## src/rtl/muldiv_unit.sv

```systemverilog
// Iterative RISC-V M-extension multiply/divide unit: radix-2 shift-add multiply, restoring divide.
// Define MULDIV_DIV_EN to build the divider; without it, divide ops complete at once and flag illegal.
module muldiv_unit #(
  parameter int XLEN  = 32,
  parameter int CNT_W = $clog2(XLEN) + 1
) (
  input  logic            clk,
  input  logic            reset,
  input  logic            start,
  input  logic            kill,
  input  logic [2:0]      funct3,
  input  logic [XLEN-1:0] op_a,
  input  logic [XLEN-1:0] op_b,
  output logic            busy,
  output logic            done,
  output logic [XLEN-1:0] result,
  output logic            illegal
);

  localparam logic [1:0] S_IDLE = 2'd0;
  localparam logic [1:0] S_CALC = 2'd1;
  localparam logic [1:0] S_FIX  = 2'd2;
  localparam logic [1:0] S_DONE = 2'd3;

  logic [1:0]        state_reg, state_next;
  logic [CNT_W-1:0]  cnt_reg;
  logic [2:0]        f3_reg;
  logic [XLEN-1:0]   mcand_reg;
  logic [2*XLEN-1:0] acc_reg;
  logic              sign_q_reg;
  logic              busy_reg, done_reg, illegal_reg, illegal_next;
  logic [XLEN-1:0]   result_reg;

  logic              a_signed, b_signed, neg_a, neg_b, is_div, accept;
  logic [XLEN-1:0]   mag_a, mag_b, mul_add, mul_res;
  logic [XLEN:0]     mul_sum;
  logic [2*XLEN-1:0] mul_step, prod_fix;
  logic [XLEN-1:0]   fix_res;

  always_comb begin
    a_signed = (funct3 == 3'b001) || (funct3 == 3'b010) || (funct3 == 3'b100) || (funct3 == 3'b110);
    b_signed = (funct3 == 3'b001) || (funct3 == 3'b100) || (funct3 == 3'b110);
    neg_a    = a_signed & op_a[XLEN-1];
    neg_b    = b_signed & op_b[XLEN-1];
    mag_a    = neg_a ? -op_a : op_a;
    mag_b    = neg_b ? -op_b : op_b;
    is_div   = funct3[2];
    // DONE accepts like IDLE so back-to-back ops lose no cycle.
    accept   = start & ~kill & ((state_reg == S_IDLE) || (state_reg == S_DONE));
  end

  // Multiplier lives in the low half of the accumulator and shifts out as the product shifts in.
  always_comb begin
    mul_add  = acc_reg[0] ? mcand_reg : '0;
    mul_sum  = {1'b0, acc_reg[2*XLEN-1:XLEN]} + {1'b0, mul_add};
    mul_step = {mul_sum, acc_reg[XLEN-1:1]};
    prod_fix = sign_q_reg ? -acc_reg : acc_reg;
    mul_res  = (f3_reg[1:0] == 2'b00) ? prod_fix[XLEN-1:0] : prod_fix[2*XLEN-1:XLEN];
  end

`ifdef MULDIV_DIV_EN
  logic [XLEN-1:0] rem_reg;
  logic            sign_r_reg;
  logic            div_zero, div_ok;
  logic [XLEN:0]   div_shift, div_diff;
  logic [XLEN-1:0] rem_step, quo_step, quo_fix, rem_fix;

  // Quotient bits shift into the low accumulator half as dividend bits leave its top.
  always_comb begin
    div_zero  = is_div && (op_b == '0);
    div_shift = {rem_reg, acc_reg[XLEN-1]};
    div_diff  = div_shift - {1'b0, mcand_reg};
    div_ok    = ~div_diff[XLEN];
    rem_step  = div_ok ? div_diff[XLEN-1:0] : div_shift[XLEN-1:0];
    quo_step  = {acc_reg[XLEN-2:0], div_ok};
    quo_fix   = sign_q_reg ? -acc_reg[XLEN-1:0] : acc_reg[XLEN-1:0];
    rem_fix   = sign_r_reg ? -rem_reg : rem_reg;
    fix_res   = f3_reg[2] ? (f3_reg[1] ? rem_fix : quo_fix) : mul_res;
    illegal_next = 1'b0;
  end
`else
  always_comb begin
    fix_res      = f3_reg[2] ? '0 : mul_res;
    illegal_next = accept & is_div;
  end
`endif

  always_comb begin
    state_next = state_reg;
    case (state_reg)
      S_IDLE, S_DONE: begin
        state_next = S_IDLE;
        if (accept) begin
`ifdef MULDIV_DIV_EN
          state_next = div_zero ? S_FIX : S_CALC;
`else
          state_next = is_div ? S_DONE : S_CALC;
`endif
        end
      end
      S_CALC:  if (cnt_reg == CNT_W'(XLEN - 1)) state_next = S_FIX;
      S_FIX:   state_next = S_DONE;
      default: state_next = S_IDLE;
    endcase
    if (kill) state_next = S_IDLE;
  end

  always_ff @(posedge clk) begin
    if (reset) begin
      state_reg   <= S_IDLE;
      cnt_reg     <= '0;
      f3_reg      <= '0;
      mcand_reg   <= '0;
      acc_reg     <= '0;
      sign_q_reg  <= 1'b0;
      busy_reg    <= 1'b0;
      done_reg    <= 1'b0;
      illegal_reg <= 1'b0;
      result_reg  <= '0;
`ifdef MULDIV_DIV_EN
      rem_reg     <= '0;
      sign_r_reg  <= 1'b0;
`endif
    end else begin
      state_reg   <= state_next;
      busy_reg    <= (state_next == S_CALC) || (state_next == S_FIX);
      done_reg    <= (state_next == S_DONE);
      illegal_reg <= illegal_next;
      if (accept) begin
        f3_reg     <= funct3;
        cnt_reg    <= '0;
        mcand_reg  <= mag_b;
        acc_reg    <= {{XLEN{1'b0}}, mag_a};
        sign_q_reg <= neg_a ^ neg_b;
`ifdef MULDIV_DIV_EN
        rem_reg    <= '0;
        sign_r_reg <= neg_a;
        // Zero divisor: preload the architectural answers so FIX passes them through unchanged.
        if (div_zero) begin
          acc_reg    <= {{XLEN{1'b0}}, {XLEN{1'b1}}};
          rem_reg    <= op_a;
          sign_q_reg <= 1'b0;
          sign_r_reg <= 1'b0;
        end
`else
        if (is_div) result_reg <= '0;
`endif
      end else if (state_reg == S_CALC) begin
        cnt_reg <= cnt_reg + 1'b1;
`ifdef MULDIV_DIV_EN
        if (f3_reg[2]) begin
          acc_reg <= {{XLEN{1'b0}}, quo_step};
          rem_reg <= rem_step;
        end else begin
          acc_reg <= mul_step;
        end
`else
        acc_reg <= mul_step;
`endif
      end else if ((state_reg == S_FIX) && !kill) begin
        result_reg <= fix_res;
      end
    end
  end

  assign busy    = busy_reg;
  assign done    = done_reg;
  assign result  = result_reg;
  assign illegal = illegal_reg;

endmodule

```

## config.mk

```make
export PLATFORM = sky130hd
export DESIGN_NAME = muldiv_unit
export DESIGN_NICKNAME = d
export VERILOG_FILES = /design/src/rtl/muldiv_unit.sv
export SDC_FILE = /design/constraint.sdc
export NUM_CORES = 1
export LEC_CHECK = 0
export CORE_MARGIN = 2
export CORE_UTILIZATION = 55
export DETAILED_ROUTE_END_ITERATION = 16
export PLACE_DENSITY_LB_ADDON = 0.25
export SLEW_MARGIN = 20
export SYNTH_ARGS = -nofsm -noshare
export SYNTH_HDL_FRONTEND = slang
export SYNTH_SLANG_ARGS = --single-unit
```

## constraint.sdc

```tcl
create_clock -name clk -period 3.6 [get_ports clk]
set_input_delay 0.72 -clock clk [delete_from_list [all_inputs] [get_ports clk]]
set_output_delay 0.72 -clock clk [all_outputs]
set_load 0.01 [all_outputs]
```

==> results.md <==
- Simple-gate portion of the synthesized area: about a fifth
- Gp weighted congestion: between 0.9 and 1
- CP Launch Type: register
- Post-synthesis xor/xnor area fraction: between 10 and 15%
- Slew headroom: between 20% and 30%
- Post-Syn Area: 9780 um2
- Async S/R FF share, synth: 0%
- Top FF cell, synth: dfxtp_1
- Switching share of power: 28.9%
- Internal cell power: 3.12 mW
- Root Driver: clkbuf_16
- Post-CTS setup repair buffer count: 0
- Vias after detailed routing: about 9.4k
- Synth Area in Compound Gates: between 20% and 30%
- RSZ-0062 raised after global routing: false
- CTS Sinks: around 140
- Post-route minimum period: around 3.4 ns
- Share of cells above drive strength 1: 8.55%
- Initial core utilization: 56.3%
- Port Buffers: approximately 110
- Total track usage: between 30 and 40%
- Mux cell area share after synthesis: approximately 6.3%
- Post-synth EDFFs: 0
- Combinational Power Share: roughly 18%
- Total Neg Setup Slack: 0 ns
- First-pass GRT wire length: approximately 44,000 um
- Post-synthesis adder-cell area fraction: slightly above 5%
- # setup viols final: 0
- Max reg flops: between 60 and 70
- Netlist cell types: 64
- Dpl ws: -0.0666 ns
- Antenna-violating nets left: 0
- Hpwl dp: between 20,000 and 25,000 um
- Core area: between 15,000 and 20,000 um2
- Post-route cell area: 11,900 um2
- Total congestion overflow: 0
- Clk slew on worst S/H paths: ~0.06 ns
- Share of the synthesized area in the top cell type: between 20 and 30%
- Final WL: about 28,000 um
- Gate Count Post-Synth: about 1.2k
- Worst Max-Slew Pin Slew: about 1.1 ns
- Largest family of logic cells by synthesized area: compound AO/OA/AOI/OAI gates
- Final slew viol count: 0
- Initial antenna violation count: 0
- Average cell area after synthesis: 8.10 um2
- Max frequency: just under 300 MHz
- Leakage: approximately 4.5 nW
- Utilization after layout: between 60 and 70%
- CP arrival: approximately 3.7 ns
- Sequential fraction of the synthesis area: approximately 29%
- Seq pwr share: 40.1%
- 1st-iter DRT viols: between 800 and 900
- Setup ws final: approximately 0.22 ns
- H-tree Lvls: 4
- Power share of the clock group: 42.3%
- Critical path type: register to register
- Final worst path period share: a little over nine tenths
- Area leader, netlist: dfxtp_1
- Synth Net Count: between 1k and 1.5k
- Post-DR wirelength/cell: ~18 um
- Pin count of the biggest net entering global routing: 75
- Diodes inserted: 0
- Horiz. Die Dim: roughly 140 um
- Max clock buf depth: 2
- Core Rows: 48
- Area contributors post-synth: dfxtp_1 (29%), xor2_1 (7.1%), mux2i_1 (5.9%)
- Top post-synthesis cells by count: dfxtp_1 (143), nor2_1 (131), nand2_1 (110), xor2_1 (79), o21ai_0 (76)
- Placed inst area: 11,200 um2
- Sw Pwr: roughly 1.3 mW
- Layout area overhead: 21.3%
- CTS tree: yes
- Worst setup EP type: register
- Pwr Total: around 4.4 mW
- Die area: ~19,000 um2
- Hold Path Class: register to register
- Number of global-route vias before repair: between 8k and 9k
- Number of CTS-inserted buffers: 17
- 1st-pass router iterations: 6
- Status: completed
- Nets@finish: approximately 1.4k
- Ys Warns: 0
- Clock Latency Late Sink: 0.44 ns
- Die height: around 140 um
- Max Cap Viol: 0
- Critical Path RT: between 3 and 4 ns
- Final Skew: ~0.0086 ns
- Top-count cell post-synth: dfxtp_1
- Pwr dens: around 370 nW/um2
- Max IR drop VDD: around 0.00036 V
- Post-synthesis register bit count: 143
- Vias per inst: roughly 6.1
- IO Pins: 106
- Largest fanout on the critical path: 12
- Hold Vio Cnt, Final: 0
- Drt drc: 0
power groups by stage:
stage	clock (mW)	sequential, mW	combinational (mW)
2_1_floorplan	0	1.74	0.504
3_3_place_gp	0	1.78	0.743
5_1_grt	1.94	1.77	0.843
6_report	1.86	1.76	0.772
4_1_cts	1.86	1.75	0.763
3_5_place_dp	0	1.79	0.755
worst paths after layout:
kind / end / startpoint / cells past startpoint / slack (ns)
worst max register to register: acc_reg[61] / acc_reg[0] / 13 / 0.22
worst min-delay path: result[8] / result[8] / 2 / 0.45
worst min register to register: result[8] / result[8] / 2 / 0.45
worst max-delay path: acc_reg[61] / acc_reg[0] / 13 / 0.22
layout by cell type, fill, tap and decap left out, types with 22 or more instances in the layout:
master and instances:
mux2i_1 58, a21o_1 22, and2_1 34, nor3_1 26, nor2_1 130, clkdlybuf4s50_1 104, ha_1 38, nand2_1 110
buf_4 42, a211oi_1 57, o31ai_1 24, xor2_1 79, o21ai_0 76, xnor2_1 60, a21oi_1 53, dfxtp_1 141
cell type report:
class	count	area, um2
clock buffers	18	439
clock inverters	14	183
fillers	1463	5490
inverters	20	75.1
multi-input cells	977	6620
flip-flops and latches	143	2870
well taps	225	282
repair buffers	149	1400
what timing repair did:
item | 4_1_cts | 5_1_grt
setup endpoints to repair | 0 | 7
gates resized for setup | 0 | 2
hold buffers | 0 | 0
per-stage QoR:
step,instances,hold WS (ns)
floorplan,1207,0.417
global placement,1514,0.429
detailed placement,1514,0.438
CTS,1546,0.452
global route,1546,0.481
finish,1546,0.452
per-layer routing:
| layer | part of all wire [%] | vias up | global-route usage, % | routed length (um) |
|---|---|---|---|---|
| met1 | 45 | 4353 | 42.8 | 12600 |
| met2 | 44 | 404 | 45.4 | 12200 |
| met4 | 3.4 | 0 | 11.6 | 955 |
| met3 | 7.3 | 57 | 5.22 | 2030 |
| met5 | 0 | - | 0 | 0 |
| li1 | - | 4589 | - | - |
critical path, cell delays in order (launching register included):
cell,delay (ns)
dfxtp_2,0.39
and2_1,0.19
ha_1,0.22
fa_1,0.43
a211oi_1,0.26
o21bai_1,0.17
a31oi_2,0.27
o211a_1,0.25
o21ai_0,0.17
o41ai_1,0.36
buf_4,0.19
o21bai_1,0.07
xnor2_1,0.20
o21ai_0,0.10
cell families (layout without fill, tap and decap cells):
kind of cell,Yosys count,after routing
and+or+nand+nor,417,417
muxes,60,60
AOI/OAI and AO/OA,321,321
xor gates and xnor gates,139,139
DFF,143,143
adders and majority gates,40,40
buffers and inverters,87,201
Note: power is estimated with default switching activity, not from simulation.
